$ cat config.mk
export PLATFORM = sky130hd
export DESIGN_NAME = pim_buf_loader
export DESIGN_NICKNAME = d
export VERILOG_FILES = /design/src/rtl/pim_buf_loader.sv
export SDC_FILE = /design/constraint.sdc
export NUM_CORES = 1
export LEC_CHECK = 0
export BUFFER_PORTS_ARGS = -buffer_cell sky130_fd_sc_hd__buf_2
export CAP_MARGIN = 20
export CORE_ASPECT_RATIO = 1.25
export CORE_UTILIZATION = 53
export CTS_BUF_LIST = sky130_fd_sc_hd__clkbuf_4
export DETAILED_ROUTE_END_ITERATION = 8
export GPL_ROUTABILITY_DRIVEN = 0
export PLACE_DENSITY = 0.75
export SKIP_LAST_GASP = 1
export SYNTH_ARGS = -nofsm -noshare
export SYNTH_HDL_FRONTEND = slang
export SYNTH_SLANG_ARGS = --single-unit
$ cat constraint.sdc
create_clock -name i_clk -period 3.9 [get_ports i_clk]
set_clock_uncertainty 0.1 [all_clocks]
set_input_delay 0.39 -clock i_clk [delete_from_list [all_inputs] [get_ports i_clk]]
set_output_delay 0.39 -clock i_clk [all_outputs]
set_load 0.02 [all_outputs]
$ cat src/rtl/pim_buf_loader.sv
// pim_buf_loader
// ---------------------------------------------------------------------------
// DMA-style fill engine that copies a block of 32-bit words from a source
// memory port into the PIM buffer SRAM (7168 x 32b) using full-word writes.
// Up to MAX_OUTSTANDING source reads are kept in flight. Their in-order
// responses land in a small registered FIFO. The FIFO drains into the buffer
// at one word per cycle.
//
// Ports
//   i_clk, i_rst       clock, synchronous active-high reset
//   i_start            start pulse, only looked at in IDLE
//   i_src_addr         source byte address (word aligned)
//   i_dst_addr         buffer byte address (word aligned)
//   i_len_words        number of words to copy
//   o_busy/o_done      transfer in progress / one-cycle completion pulse
//   o_err              sticky config error, cleared by the next accepted start
//   o_src_req/o_src_addr, i_src_gnt, i_src_rvalid/i_src_rdata
//                      source read request / response channel
//   o_buf_addr/o_buf_wr_data/o_buf_size/o_buf_write
//                      buffer write port (full-word writes only)
//   o_buf_read         SRAM GWEN, active-low write enable; low only on writes
//
// Build option
//   PIM_LOADER_CHECKSUM_EN  adds o_checksum. On each write it becomes
//                           rotl(o_checksum, 1) ^ wr_data. It is final in
//                           the o_done cycle.
// ---------------------------------------------------------------------------
module pim_buf_loader #(
    parameter int MEM_DEPTH       = 28672,
    parameter int MEM_ADDR_WIDTH  = 15,
    parameter int MAX_OUTSTANDING = 4
) (
    input  logic        i_clk,
    input  logic        i_rst,
    input  logic        i_start,
    input  logic [31:0] i_src_addr,
    input  logic [31:0] i_dst_addr,
    input  logic [15:0] i_len_words,
    output logic        o_busy,
    output logic        o_done,
    output logic        o_err,
    output logic        o_src_req,
    output logic [31:0] o_src_addr,
    input  logic        i_src_gnt,
    input  logic        i_src_rvalid,
    input  logic [31:0] i_src_rdata,
    output logic [31:0] o_buf_addr,
    output logic [31:0] o_buf_wr_data,
    output logic [3:0]  o_buf_size,
    output logic        o_buf_write,
    output logic        o_buf_read
`ifdef PIM_LOADER_CHECKSUM_EN
    ,
    output logic [31:0] o_checksum
`endif
);

    localparam int PTR_W = $clog2(MAX_OUTSTANDING);
    localparam int CNT_W = PTR_W + 1;
    localparam logic [CNT_W:0] MAX_OUT = (CNT_W + 1)'(MAX_OUTSTANDING);

    typedef enum logic [1:0] {IDLE, RUN, DRAIN, FIN} state_t;

    state_t                    state_q;
    logic [31:0]               src_addr_q;
    logic [MEM_ADDR_WIDTH-1:0] dst_ptr_q;
    logic [15:0]               len_q;
    logic [15:0]               req_left_q;
    logic [15:0]               wr_cnt_q;
    logic [CNT_W-1:0]          outstanding_q;
    logic [CNT_W-1:0]          fifo_count_q;
    logic [PTR_W-1:0]          wr_ptr_q;
    logic [PTR_W-1:0]          rd_ptr_q;
    logic [31:0]               fifo_q [MAX_OUTSTANDING];
    logic                      err_q;
`ifdef PIM_LOADER_CHECKSUM_EN
    logic [31:0]               checksum_q;
`endif

    logic [CNT_W:0]   inflight;
    logic             src_req;
    logic             grant;
    logic             push;
    logic             pop;
    logic [31:0]      fifo_head;
    logic [CNT_W-1:0] outstanding_d;
    logic [CNT_W-1:0] fifo_count_d;
    logic [15:0]      wr_cnt_d;
    logic [33:0]      cfg_end;
    logic             cfg_bad;

    // Reads in flight plus words already buffered are both counted. The FIFO
    // then always has a free slot for every response that can still arrive.
    assign inflight      = {1'b0, outstanding_q} + {1'b0, fifo_count_q};
    assign src_req       = (state_q == RUN) && (req_left_q != 16'd0) && (inflight < MAX_OUT);
    assign grant         = src_req && i_src_gnt;
    assign push          = i_src_rvalid;
    assign pop           = ((state_q == RUN) || (state_q == DRAIN)) && (fifo_count_q != '0);
    assign fifo_head     = fifo_q[rd_ptr_q];
    assign outstanding_d = outstanding_q + CNT_W'(grant) - CNT_W'(push);
    assign fifo_count_d  = fifo_count_q + CNT_W'(push) - CNT_W'(pop);
    assign wr_cnt_d      = wr_cnt_q + 16'(pop);

    // The end address is computed 34 bits wide, so a huge length cannot wrap
    // back into range.
    assign cfg_end = {2'b00, i_dst_addr} + {16'd0, i_len_words, 2'b00};
    assign cfg_bad = (i_src_addr[1:0] != 2'b00) || (i_dst_addr[1:0] != 2'b00) ||
                     (cfg_end > 34'(MEM_DEPTH));

    // Status and request outputs come straight from registered state.
    // The buffer port shows the FIFO head during a pop cycle and is zero
    // otherwise.
    assign o_busy        = (state_q == RUN) || (state_q == DRAIN);
    assign o_done        = (state_q == FIN);
    assign o_err         = err_q;
    assign o_src_req     = src_req;
    assign o_src_addr    = src_addr_q;
    assign o_buf_write   = pop;
    assign o_buf_read    = !pop;
    assign o_buf_size    = pop ? 4'hF : 4'h0;
    assign o_buf_addr    = pop ? 32'(dst_ptr_q) : 32'd0;
    assign o_buf_wr_data = pop ? fifo_head : 32'd0;
`ifdef PIM_LOADER_CHECKSUM_EN
    assign o_checksum    = checksum_q;
`endif

    // The response FIFO storage has no reset. Its contents are only
    // observable through a pop, and a pop needs a non-zero count.
    always_ff @(posedge i_clk) begin
        if (push) begin
            fifo_q[wr_ptr_q] <= i_src_rdata;
        end
    end

    // Control FSM with its counters and pointers.
    always_ff @(posedge i_clk) begin
        if (i_rst) begin
            state_q       <= IDLE;
            src_addr_q    <= '0;
            dst_ptr_q     <= '0;
            len_q         <= '0;
            req_left_q    <= '0;
            wr_cnt_q      <= '0;
            outstanding_q <= '0;
            fifo_count_q  <= '0;
            wr_ptr_q      <= '0;
            rd_ptr_q      <= '0;
            err_q         <= 1'b0;
`ifdef PIM_LOADER_CHECKSUM_EN
            checksum_q    <= '0;
`endif
        end else begin
            outstanding_q <= outstanding_d;
            fifo_count_q  <= fifo_count_d;
            if (push) begin
                wr_ptr_q <= wr_ptr_q + PTR_W'(1);
            end
            if (pop) begin
                rd_ptr_q  <= rd_ptr_q + PTR_W'(1);
                dst_ptr_q <= dst_ptr_q + MEM_ADDR_WIDTH'(4);
                wr_cnt_q  <= wr_cnt_d;
`ifdef PIM_LOADER_CHECKSUM_EN
                checksum_q <= {checksum_q[30:0], checksum_q[31]} ^ fifo_head;
`endif
            end

            case (state_q)
                IDLE: begin
                    if (i_start) begin
                        src_addr_q <= i_src_addr;
                        dst_ptr_q  <= i_dst_addr[MEM_ADDR_WIDTH-1:0];
                        len_q      <= i_len_words;
                        req_left_q <= i_len_words;
                        wr_cnt_q   <= '0;
                        err_q      <= 1'b0;
`ifdef PIM_LOADER_CHECKSUM_EN
                        checksum_q <= '0;
`endif
                        if (cfg_bad) begin
                            err_q   <= 1'b1;
                            state_q <= FIN;
                        end else if (i_len_words == 16'd0) begin
                            state_q <= FIN;
                        end else begin
                            state_q <= RUN;
                        end
                    end
                end
                RUN: begin
                    if (grant) begin
                        src_addr_q <= src_addr_q + 32'd4;
                        req_left_q <= req_left_q - 16'd1;
                        if (req_left_q == 16'd1) begin
                            state_q <= DRAIN;
                        end
                    end
                end
                DRAIN: begin
                    // Next-cycle values are tested so that done follows the
                    // final write by exactly one cycle.
                    if ((outstanding_d == '0) && (fifo_count_d == '0) && (wr_cnt_d == len_q)) begin
                        state_q <= FIN;
                    end
                end
                FIN: begin
                    state_q <= IDLE;
                end
                default: begin
                    state_q <= IDLE;
                end
            endcase
        end
    end

endmodule

# [Yosys cells after proc, flatten, opt, wreduce, memory -nomap -nowiden]
# Memory sizes are Yosys's and may differ from the RTL's. A register that Yosys moved wholly into a read port is not among the register bits.
# Index checks and enable logic that the tools add are counted.
[classes] n_addsub=12 order_cmp=2 reduce_logical=22 n_mux=27 n_eq_ne=9
[op_table] op="two-way mux 32 bit" n=3
[op_table] op="two-way mux 16 bit" n=5
[op_table] op="case mux 32 bit (2 select lines)" n=1
[op_table] op="two-way mux 15 bit" n=4
[op_table] op="adder 32 x 18 -> 33 bit" n=1
[op_table] op="greater-than comparator 33 x 15 -> 1 bit, second input constant" n=1
[op_table] op="adder 32 x 3 -> 32 bit, second input constant" n=1
[op_table] op="case mux 16 bit (2 select lines)" n=1
[op_table] op="adder 16 x 1 -> 16 bit" n=1
[op_table] op="== test 16 x 1 -> 1 bit, second input constant" n=1
[op_table] op="== test 16 bit" n=1
[op_table] op="logical NOT 16 bit" n=1
[op_table] op="two-way mux 2 bit" n=8
[op_table] op="nonzero test 16 bit" n=1
[op_table] op="subtractor 16 x 1 -> 16 bit, second input constant" n=1
[op_table] op="adder 15 x 3 -> 15 bit, second input constant" n=1
[op_table] op="case mux 2 bit (4 select lines)" n=1
[op_table] op="adder 3 x 1 -> 3 bit" n=2
[op_table] op="logical AND 1 bit" n=6
[op_table] op="logical NOT 3 bit" n=2
[op_table] op="nonzero test 2 bit" n=3
[op_table] op="subtractor 3 x 1 -> 3 bit" n=2
[op_table] op="adder 2 x 1 -> 2 bit, second input constant" n=2
[op_table] op="adder 3 x 3 -> 4 bit" n=1
[op_table] op="other kinds (14)" n=21
[word_totals] ramBits=128 elab_cells=84 output_inout_bits=106 memories=1 ff_bits=108 in_bits=117
[memory_table] name="fifo_q" words=4 word_bits=32 read_ports=1 rd_clocked_by_memory_dff=1 write_ports=1 line_no="74" text="logic [31:0] fifo_q [MAX_OUTSTANDING];"

# [Longest topological paths before layout]
# Gate-level depths: netlist of run 1.
[logic_depth] depth_word=11 ltp_mapped=21 mapped_depth_nobuf=21

# [Least setup slack after synthesis of run 1]
# Ideal clock, no wire load.
[synth_path] kind="register -> register" startpoint="register fifo_count_q[1]" endpoint="register state_q[1]" required_time_ns=3.683 stages_incl_launch_ff=17 path_buffers=1 setup_slack_ns=-0.545 arrival_ns=4.228 setup_time_ns=0.117 period_less_slack_ns=4.445 cell_sequence="dfxtp_1 o31ai_1 inv_1 clkbuf_1 ha_1 inv_1 ha_1 inv_1 fa_1 xnor3_1 nand2_1 nor4_1 nand3_1 nor4_1 o2111ai_1 a21o_1 a32o_1"
[synth_via] word_cells_on_any_way=19 cone_classes="6 x add/sub; 1 x order compare; 3 x eq/ne; 9 x reduce/logical"
[synth_rtl] element="start, declared" line_no="71" text="logic [CNT_W-1:0] fifo_count_q;"
[synth_rtl] element="start signal, assigned" line_no="154" text="fifo_count_q <= fifo_count_d;"
[synth_rtl] element="nonzero test 3 bit (*)" line_no="98" text="assign pop = ((state_q == RUN) || (state_q == DRAIN)) && (fifo_count_q != '0);"
[synth_rtl] element="logical AND 1 bit (*)" line_no="98"
[synth_rtl] element="via o_buf_write" line_no="50" text="output logic o_buf_write,"
[synth_rtl] element="branches (longest 3 deep; another with adder 16 x 1 -> 16 bit)"
[synth_rtl] element="logical AND 1 bit (*)" line_no="201" text="if ((outstanding_d == '0) && (fifo_count_d == '0) && (wr_cnt_d == len_q)) begin"
[synth_rtl] element="inequality test 2 x 1 -> 1 bit (no line) (*)"
[synth_rtl] element="AND reduction 4 bit (no line) (*)"
[synth_rtl] element="end signal, assigned" line_no="202" text="state_q <= FIN;"
[synth_rtl] element="end signal, assigned" line_no="206" text="state_q <= IDLE;"
[synth_rtl] element="end signal, assigned" line_no="209" text="state_q <= IDLE;"
[synth_rtl] element="end, declared" line_no="64" text="state_t state_q;"
# Mark *: on every way through the listed nets, which the timed path passes.
# A chain may end at the register's enable or synchronous reset.

# [Final worst setup path of run 1]
[layout_path] startpoint="register state_q[1]" endpoint="register state_q[1]"
[layout_via] elab_chain_len=11 word_cells_on_any_way=24 cone_classes="4 x add/sub; 8 x eq/ne; 1 x mux; 11 x reduce/logical"
[layout_rtl] element="start signal, assigned" line_no="138" text="state_q <= IDLE;"
[layout_rtl] element="start signal, assigned" line_no="181" text="state_q <= FIN;"
[layout_rtl] element="start signal, assigned" line_no="183" text="state_q <= FIN;"
[layout_rtl] element="== test 2 x 1 -> 1 bit" line_no="95, 98, 167"
[layout_rtl] element="logical AND 1 bit (2 in a row)" line_no="95" text="assign src_req = (state_q == RUN) && (req_left_q != 16'd0) && (inflight < MAX_OUT);"
[layout_rtl] element="logical AND 1 bit" line_no="96" text="assign grant = src_req && i_src_gnt;"
[layout_rtl] element="adder 3 x 1 -> 3 bit" line_no="100" text="assign outstanding_d = outstanding_q + CNT_W'(grant) - CNT_W'(push);"
[layout_rtl] element="subtractor 3 x 1 -> 3 bit" line_no="100"
[layout_rtl] element="logical NOT 3 bit" line_no="201"
[layout_rtl] element="logical AND 1 bit (2 in a row)" line_no="201"
[layout_rtl] element="inequality test 2 x 1 -> 1 bit (no line)"
[layout_rtl] element="AND reduction 4 bit (no line)"
# Several ways; a longest one is shown, not always the timed one.

==> flow_summary_export.csv, run 1 <==
group,metric,value,unit
power_and_ir_drop,power_switching_share,0.401,
sta,timing.final.setup_violations,0,
global_routing,via_count_of_the_first_global_routing_pass,11100,
sta,max-slew-margin-rel,0.457,
die,die-width,140,µm
worst_setup_path,worst_ep_arrival_time,4160,ps
die,start_util,0.543,
cells_and_area,fin_area,0.0158,mm²
sta,worst_slew_pin_slew,815,ps
flow_run,cap_viol_max_count,0,
sta,final_max_slew_viol_count,0,
sta,maxClockFrequency,275,MHz
worst_setup_path,timing.critical_path.to_type,"register",
drt,wire_per_inst,17.9,µm
synth,post_synth_simple_gate_area,0.184,
worst_setup_path,crit_required,4420,ps
die,coreArea,0.0232,mm²
power_and_ir_drop,power.sequential.fraction,0.366,
global_routing,grt_pass1_wl,54400,µm
clock_network,clkSlewWorstSetupHoldPaths,80,ps
synth,proportion_of_synthesized_area_in_mux_cells,0.0629,
die,num_rows,62,
synth,synth.yosys.warnings,0,
drt,drt-pass1-iter-count,5,
global_routing,antenna_found_initial,1,
hold_path,hold_path.class,"in2reg",
synth,yosysSeqAreaShare,0.480,
sta,final_hold_vio_count,0,
synth,synthAdderAreaFrac,0.0445,
worst_setup_path,crit_path_max_fanout,3,
cells_and_area,finalCoreUtilization,0.680,
global_routing,global_route.overflow_total,0,
drt,route.antenna.remaining_nets,0,
cells_and_area,fill_cells,1769,
cells_and_area,fin_nets,1741,
synth,yosys.area_share.xor_xnor,0.0418,
synth,syn_area_per_cell,10.1,µm²
power_and_ir_drop,power.density_cell_area,585,mW/mm²
status,status,"finished, final reports clean",
synth,synthesis.instances,1244,
clock_network,worstSkewPairLatency,730,ps
clock_network,clock-sinks,238,
cells_and_area,leading_cell_types_in_the_layout_fill_and_taps_excluded,"sky130_fd_sc_hd__buf_2, sky130_fd_sc_hd__nand2_1, sky130_fd_sc_hd__edfxtp_1",
power_and_ir_drop,power_frac_clock,0.220,
cells_and_area,area_taken_by_multi_input_logic_gates,0.00622,mm²
drt,initialDrtViolationCount,680,
global_routing,grt_start_max_net_pins,77,
clock_network,clk_root_buffer_cell,"sky130_fd_sc_hd__clkbuf_4",
synth,yosysTopAreaCellShare,0.305,
cells_and_area,most_common_cell_after_layout_fill_and_taps_aside,"sky130_fd_sc_hd__buf_2",
cells_and_area,ff_latch_area,0.00605,mm²
hold_path,worst_hold_path.num_cells,4,
hold_path,worstHoldEndpoint,"o_src_addr[16]",
global_routing,grt_usage,0.280,
worst_setup_path,timing.reg2reg.setup_slack,260,ps
sta,final_min_period_over_clock_period,0.933,
worst_setup_path,r2r_cells,20,
power_and_ir_drop,cell_int_power,5.53,mW
synth,synth.largest_area_cell,"sky130_fd_sc_hd__edfxtp_1",
place,dp_hpwl,22100,µm
synth,ys_seq_elements,238,
die,floorplan.die_area,0.0244,mm²
power_and_ir_drop,power,9.22,mW
worst_setup_path,worstSetupStartpointType,"register",
synth,synth-edff-count,128,
worst_setup_path,worstSetupPathType,"reg2reg",
cells_and_area,flow.area_growth_from_synthesis,25.1,%
drt,drt-total-wl,34200,µm
drt,drc_errors,0,
drt,viasPerCell,5.78,
clock_network,cts_made_buffers,58,
synth,yosys-top-cells-area,"sky130_fd_sc_hd__edfxtp_1, sky130_fd_sc_hd__dfxtp_1, sky130_fd_sc_hd__mux4_2",
clock_network,cts-root-to-sink-buffers,3,
synth,ys.flop_type,"sky130_fd_sc_hd__edfxtp_1",
place,buffer_ports.inserted,205,
synth,async_reset_ff_frac,0,
worst_setup_path,r2r_start,"state_q[1]",
synth,mappedNetlistArea,0.0126,mm²
sta,timing.final.crit_period,3640,ps
power_and_ir_drop,power.net_switching,3.69,mW
synth,synth_top_family_by_area,"simple AND/OR/NAND/NOR gates",
drt,num_vias,11100,
hold_path,hp-start,"i_src_addr[16]",
cells_and_area,drive_above_1_share,0.252,
clock_network,htree_levels,2,
die,die_height,174,µm
worst_setup_path,timing.rr.end,"state_q[1]",
power_and_ir_drop,combinationalPowerShare,0.414,
power_and_ir_drop,leakagePower,6.18,nW
synth,synth_cell_type_count,72,
power_and_ir_drop,vdd_drop_max,430,µV
clock_network,cts_tree,"done",
place,postPlaceCellArea,0.0140,mm²
sta,unrepaired_setup_endpoints_after_global_routing,"no",
die,ios,223,
synth,synthesized_area_fraction_occupied_by_ao_oa_aoi_and_oai_cells,0.145,
[cell families after synthesis]
family                   Yosys count
AND/OR/NAND/NOR                  479
AO/OA/AOI/OAI                    278
flip-flops                       238
buffers and inverters            109
XOR/XNOR                          57
adder cells (fa/ha/maj)           43
multiplexers                      39
other                              1
[how the worst max path moves through the flow]
stage                       endpoint  depth (start not counted)  slack, ps        startpoint
after floorplan           state_q[1]                         18         10   fifo_count_q[2]
after global placement    state_q[1]                         18       -150     req_left_q[8]
after detailed placement  state_q[1]                         19       -240     req_left_q[8]
after CTS                 state_q[1]                         19         10  outstanding_q[2]
after global routing      state_q[1]                         20         10        state_q[1]
final                     state_q[1]                         20        260        state_q[1]
[per-stage QoR]
step | std cells | hold WS, ps | setup WS, ps | TNS (ps)
2_1_floorplan | 1260 | 332 | 9.79 | 0
3_3_place_gp | 1717 | 336 | -150 | -234
3_5_place_dp | 1717 | 354 | -238 | -395
4_1_cts | 1911 | 3.61 | 13.1 | 0
5_1_grt | 1914 | 1.22 | 11.0 | 0
6_report | 1914 | 45.3 | 263 | 0
[routing by layer]
metal  vias up  routed length, µm  GRT usage
met5         -                  0          0
met4         0               1340      0.146
met1      5249              13200      0.320
met2       436              17100      0.486
met3       110               2490     0.0647
li1       5276                  -          -
[cells in the mapped netlist, drive strengths merged, types with 6 or more instances]
| master | number |
|---|---|
| a2111oi | 6 |
| a211oi | 35 |
| a21o | 6 |
| a21oi | 78 |
| a22oi | 13 |
| a311oi | 10 |
| a31oi | 6 |
| and2 | 55 |
| and3 | 21 |
| buf | 41 |
| clkbuf | 46 |
| dfxtp | 110 |
| edfxtp | 128 |
| ha | 40 |
| inv | 22 |
| mux4 | 32 |
| nand2 | 158 |
| nand2b | 10 |
| nand3 | 41 |
| nand4 | 24 |
| nor2 | 101 |
| nor2b | 11 |
| nor3 | 13 |
| nor4 | 15 |
| o211ai | 8 |
| o21ai | 55 |
| o22ai | 16 |
| o31ai | 7 |
| or3 | 9 |
| xnor2 | 27 |
| xor2 | 28 |
[power groups by stage]
stage | clock (mW) | combinational (mW) | sequential [mW]
after global routing | 2.20 | 4.18 | 3.42
after CTS | 2.05 | 3.72 | 3.35
after global placement | 0 | 3.55 | 3.39
final | 2.03 | 3.82 | 3.37
after detailed placement | 0 | 3.61 | 3.40
after floorplan | 0 | 2.42 | 3.49
[worst max-delay path: stages (launching register included)]
cell and delay (ps):
sky130_fd_sc_hd__dfxtp_2 330, sky130_fd_sc_hd__inv_2 70, sky130_fd_sc_hd__ha_4 130, sky130_fd_sc_hd__inv_1 60, sky130_fd_sc_hd__nor4_2 250, sky130_fd_sc_hd__nand2_1 120, sky130_fd_sc_hd__a21oi_4 130, sky130_fd_sc_hd__nand2_2 70
sky130_fd_sc_hd__ha_1 260, sky130_fd_sc_hd__inv_1 60, sky130_fd_sc_hd__ha_1 120, sky130_fd_sc_hd__inv_1 50, sky130_fd_sc_hd__fa_2 330, sky130_fd_sc_hd__xnor3_1 250, sky130_fd_sc_hd__nand2_2 80, sky130_fd_sc_hd__nor4_4 280
sky130_fd_sc_hd__nand3_1 120, sky130_fd_sc_hd__nor4_2 140, sky130_fd_sc_hd__o2111ai_1 150, sky130_fd_sc_hd__a21o_1 210, sky130_fd_sc_hd__a32o_1 230
[flip-flops by register name, summed over array words and instances, names as in the netlist, named ones only]
signal / count
dst_ptr_q: 15
fifo_count_q: 3
fifo_q: 128
len_q: 16
o_err: 1
o_src_addr: 32
outstanding_q: 3
rd_ptr_q: 2
req_left_q: 16
state_q: 2
wr_cnt_q: 16
wr_ptr_q: 2
[cell type report]
class	instances	area share
antenna	2	0.000317
clock buffer	78	0.0371
timing repair buffer	348	0.148
clock inverter	25	0.00841
tap	288	0.0229
inverter	22	0.00524
sequential	238	0.384
multi-input combinational	913	0.395
[timing repair]
action	CTS	global route
hold buffers	91	0
pin swaps	1	14
endpoints found under the hold margin	193	0
setup endpoints to repair	2	2
gates resized for setup	4	13
setup buffers	0	1
Note: power is estimated with default switching activity, not from simulation.
==> inputs of run 2 (changes only) <==
--- a/config.mk
+++ b/config.mk
@@ -8,11 +8,11 @@
 export BUFFER_PORTS_ARGS = -buffer_cell sky130_fd_sc_hd__buf_2
 export CAP_MARGIN = 20
 export CORE_ASPECT_RATIO = 1.25
-export CORE_UTILIZATION = 53
-export CTS_BUF_LIST = sky130_fd_sc_hd__clkbuf_4
+export CORE_UTILIZATION = 51
+export CTS_BUF_LIST = sky130_fd_sc_hd__clkbuf_8 sky130_fd_sc_hd__clkbuf_16
 export DETAILED_ROUTE_END_ITERATION = 8
 export GPL_ROUTABILITY_DRIVEN = 0
-export PLACE_DENSITY = 0.75
+export PLACE_DENSITY = 0.73
 export SKIP_LAST_GASP = 1
 export SYNTH_ARGS = -nofsm -noshare
 export SYNTH_HDL_FRONTEND = slang
==> flow_summary_export.csv, run 2 (synthesis gave the netlist of run 1 again) <==
group,metric,value,unit
clock_network,cts-root-to-sink-buffers,3,
global_routing,grt_pass1_wl,51200,µm
cells_and_area,fin_area,0.0154,mm²
worst_setup_path,timing.reg2reg.setup_slack,310,ps
power_and_ir_drop,power_switching_share,0.370,
worst_setup_path,worst_ep_arrival_time,3910,ps
hold_path,worst_hold_path.num_cells,1,
global_routing,grt_start_max_net_pins,92,
power_and_ir_drop,combinationalPowerShare,0.380,
power_and_ir_drop,power.net_switching,3.67,mW
drt,route.antenna.remaining_nets,0,
drt,drt-total-wl,33100,µm
die,floorplan.die_area,0.0253,mm²
sta,max-slew-margin-rel,0.299,
clock_network,clkSlewWorstSetupHoldPaths,70,ps
drt,num_vias,10500,
place,dp_hpwl,21900,µm
die,start_util,0.526,
clock_network,htree_levels,1,
die,die_height,178,µm
cells_and_area,registers.top_by_ff_count,"fifo_q",
worst_setup_path,critPathBufInv,2,
power_and_ir_drop,power.density_cell_area,642,mW/mm²
worst_setup_path,worstSetupPathType,"reg2reg",
cells_and_area,leading_cell_types_in_the_layout_fill_and_taps_excluded,"sky130_fd_sc_hd__buf_2, sky130_fd_sc_hd__nand2_1, sky130_fd_sc_hd__edfxtp_1",
global_routing,via_count_of_the_first_global_routing_pass,10400,
sta,worst_slew_pin_slew,1050,ps
cells_and_area,fin_nets,1641,
die,num_rows,63,
flow_run,cap_viol_max_count,0,
place,buffer_ports.inserted,205,
sta,unrepaired_setup_endpoints_after_global_routing,"yes",
drt,wire_per_inst,18.1,µm
worst_setup_path,r2r_cells,18,
drt,viasPerCell,5.76,
sta,final_hold_vio_count,0,
sta,maxClockFrequency,278,MHz
cells_and_area,finalCoreUtilization,0.644,
hold_path,hold_path.class,"in2reg",
clock_network,worstSkewPairLatency,520,ps
worst_setup_path,crit_chain,"nor4_4 -> nand2b_1 -> nor3_4 -> a21oi_4 -> nand2_2 -> ha_4 -> inv_1 -> ha_1 -> inv_1 -> fa_2 -> xnor3_1 -> nand2_1 -> nor4_2 -> nand3_1 -> nor4_2 -> o2111ai_1 -> a21o_1 -> a32o_1",
worst_setup_path,path_delay_family,"simple AND/OR/NAND/NOR gates",
sta,final_max_slew_viol_count,0,
sta,timing.final.crit_period,3590,ps
power_and_ir_drop,cell_int_power,6.24,mW
cells_and_area,flow.area_growth_from_synthesis,22.4,%
clock_network,cts_made_buffers,26,
worst_setup_path,crit_required,4220,ps
global_routing,grt_usage,0.259,
place,postPlaceCellArea,0.0140,mm²
hold_path,hp-start,"i_src_rdata[16]",
sta,final_min_period_over_clock_period,0.921,
power_and_ir_drop,vdd_drop_max,537,µV
power_and_ir_drop,power_frac_clock,0.281,
worst_setup_path,critical_path.slowest_cell,"sky130_fd_sc_hd__dfxtp_1",
clock_network,clk_root_buffer_cell,"sky130_fd_sc_hd__clkbuf_16",
power_and_ir_drop,power.sequential.fraction,0.339,
drt,initialDrtViolationCount,491,
hold_path,worstHoldEndpoint,"fifo_q[2][16]",
cells_and_area,most_common_cell_after_layout_fill_and_taps_aside,"sky130_fd_sc_hd__buf_2",
die,coreArea,0.0240,mm²
power_and_ir_drop,leakagePower,5.96,nW
status,status,"finished, final reports clean",
cells_and_area,antenna_cells,0,
clock_network,clock-sinks,238,
worst_setup_path,timing.rr.end,"state_q[1]",
worst_setup_path,r2r_start,"req_left_q[8]",
die,die-width,143,µm
sta,timing.final.setup_violations,0,
worst_setup_path,cp_num_cells,18,
worst_setup_path,crit_path_max_incr_delay,340,ps
drt,drt-pass1-iter-count,4,
clock_network,cts_tree,"done",
worst_setup_path,crit_path_max_fanout,3,
drt,drc_errors,0,
worst_setup_path,timing.critical_path.to_type,"register",
global_routing,antenna_found_initial,1,
cells_and_area,drive_above_1_share,0.240,
worst_setup_path,worstSetupStartpointType,"register",
cells_and_area,flip_flop_count_of_the_largest_register_all_copies_and_words_added,128,
global_routing,global_route.overflow_total,0,
die,ios,223,
[run 2: cell types whose count changed in the layout (fill, tap and decap cells not counted), sizes merged]
cell | before | now
dlygate4sd3 | 91 | 31
buf | 257 | 249
inv | 22 | 28
clkinv | 22 | 4
bufinv | 1 | 7
diode | 2 | 0
clkbuf | 78 | 28
clkinvlp | 2 | 3
[run 2: per-stage QoR]
stage,total power [mW],setup WS (ps),instances,hold slack [ps],TNS (ps)
after CTS,9.85,25.6,1824,5.35,0
after global routing,10.5,-54.6,1826,3.00,-54.9
final,9.90,307,1826,13.8,0
after floorplan,5.90,9.79,1260,332,0
after global placement,6.93,-101,1745,337,-148
after detailed placement,7.01,-156,1745,343,-246
[run 2: routing by layer]
layer / vias up / wire [µm] / global-route usage
met3: 94 / 2140 / 0.0518
met5: - / 10 / 0
met2: 363 / 16800 / 0.470
li1: 5042 / - / -
met4: 2 / 1240 / 0.114
met1: 5014 / 12900 / 0.292
[run 2: cell type report]
cell class / count / area [µm²]
Inverter: 22 / 82.6
Clock inverter: 20 / 294
Timing Repair Buffer: 280 / 1680
Multi-Input combinational cell: 913 / 6220
Tap cell: 325 / 407
Fill cell: 1965 / 8540
Clock buffer: 28 / 689
Sequential cell: 238 / 6050
[run 2: power groups by stage]
stage,registers [mW],clock network (mW),logic (mW)
6_report,3.36,2.78,3.76
5_1_grt,3.41,2.92,4.12
3_5_place_dp,3.39,0,3.62
4_1_cts,3.34,2.83,3.68
3_3_place_gp,3.37,0,3.56
2_1_floorplan,3.49,0,2.42
[run 2: worst register-to-register path, delay by kind of cell (launching register included)]
kind	cells	cell delay, ps
adders and majority gates	3	660
buffers and inverters	2	100
DFF	1	340
xor gates and xnor gates	1	230
AOI/OAI and AO/OA	4	680
and+or+nand+nor	8	1410
[run 2: worst max path at each step]
stage / slack (ps) / start / to
global placement: -100 / req_left_q[8] / state_q[1]
global route: -50 / req_left_q[8] / state_q[1]
floorplan: 10 / fifo_count_q[2] / state_q[1]
detailed placement: -160 / req_left_q[8] / state_q[1]
CTS: 30 / outstanding_q[2] / state_q[1]
finish: 310 / req_left_q[8] / state_q[1]
[run 2: timing repair]
item	4_1_cts	5_1_grt
hold buffers	31	0
setup endpoints to repair	2	2
cloned	0	0
pin swaps	3	13
buffers inserted	0	2
gates resized for setup	1	15
hold endpoints to repair	124	0
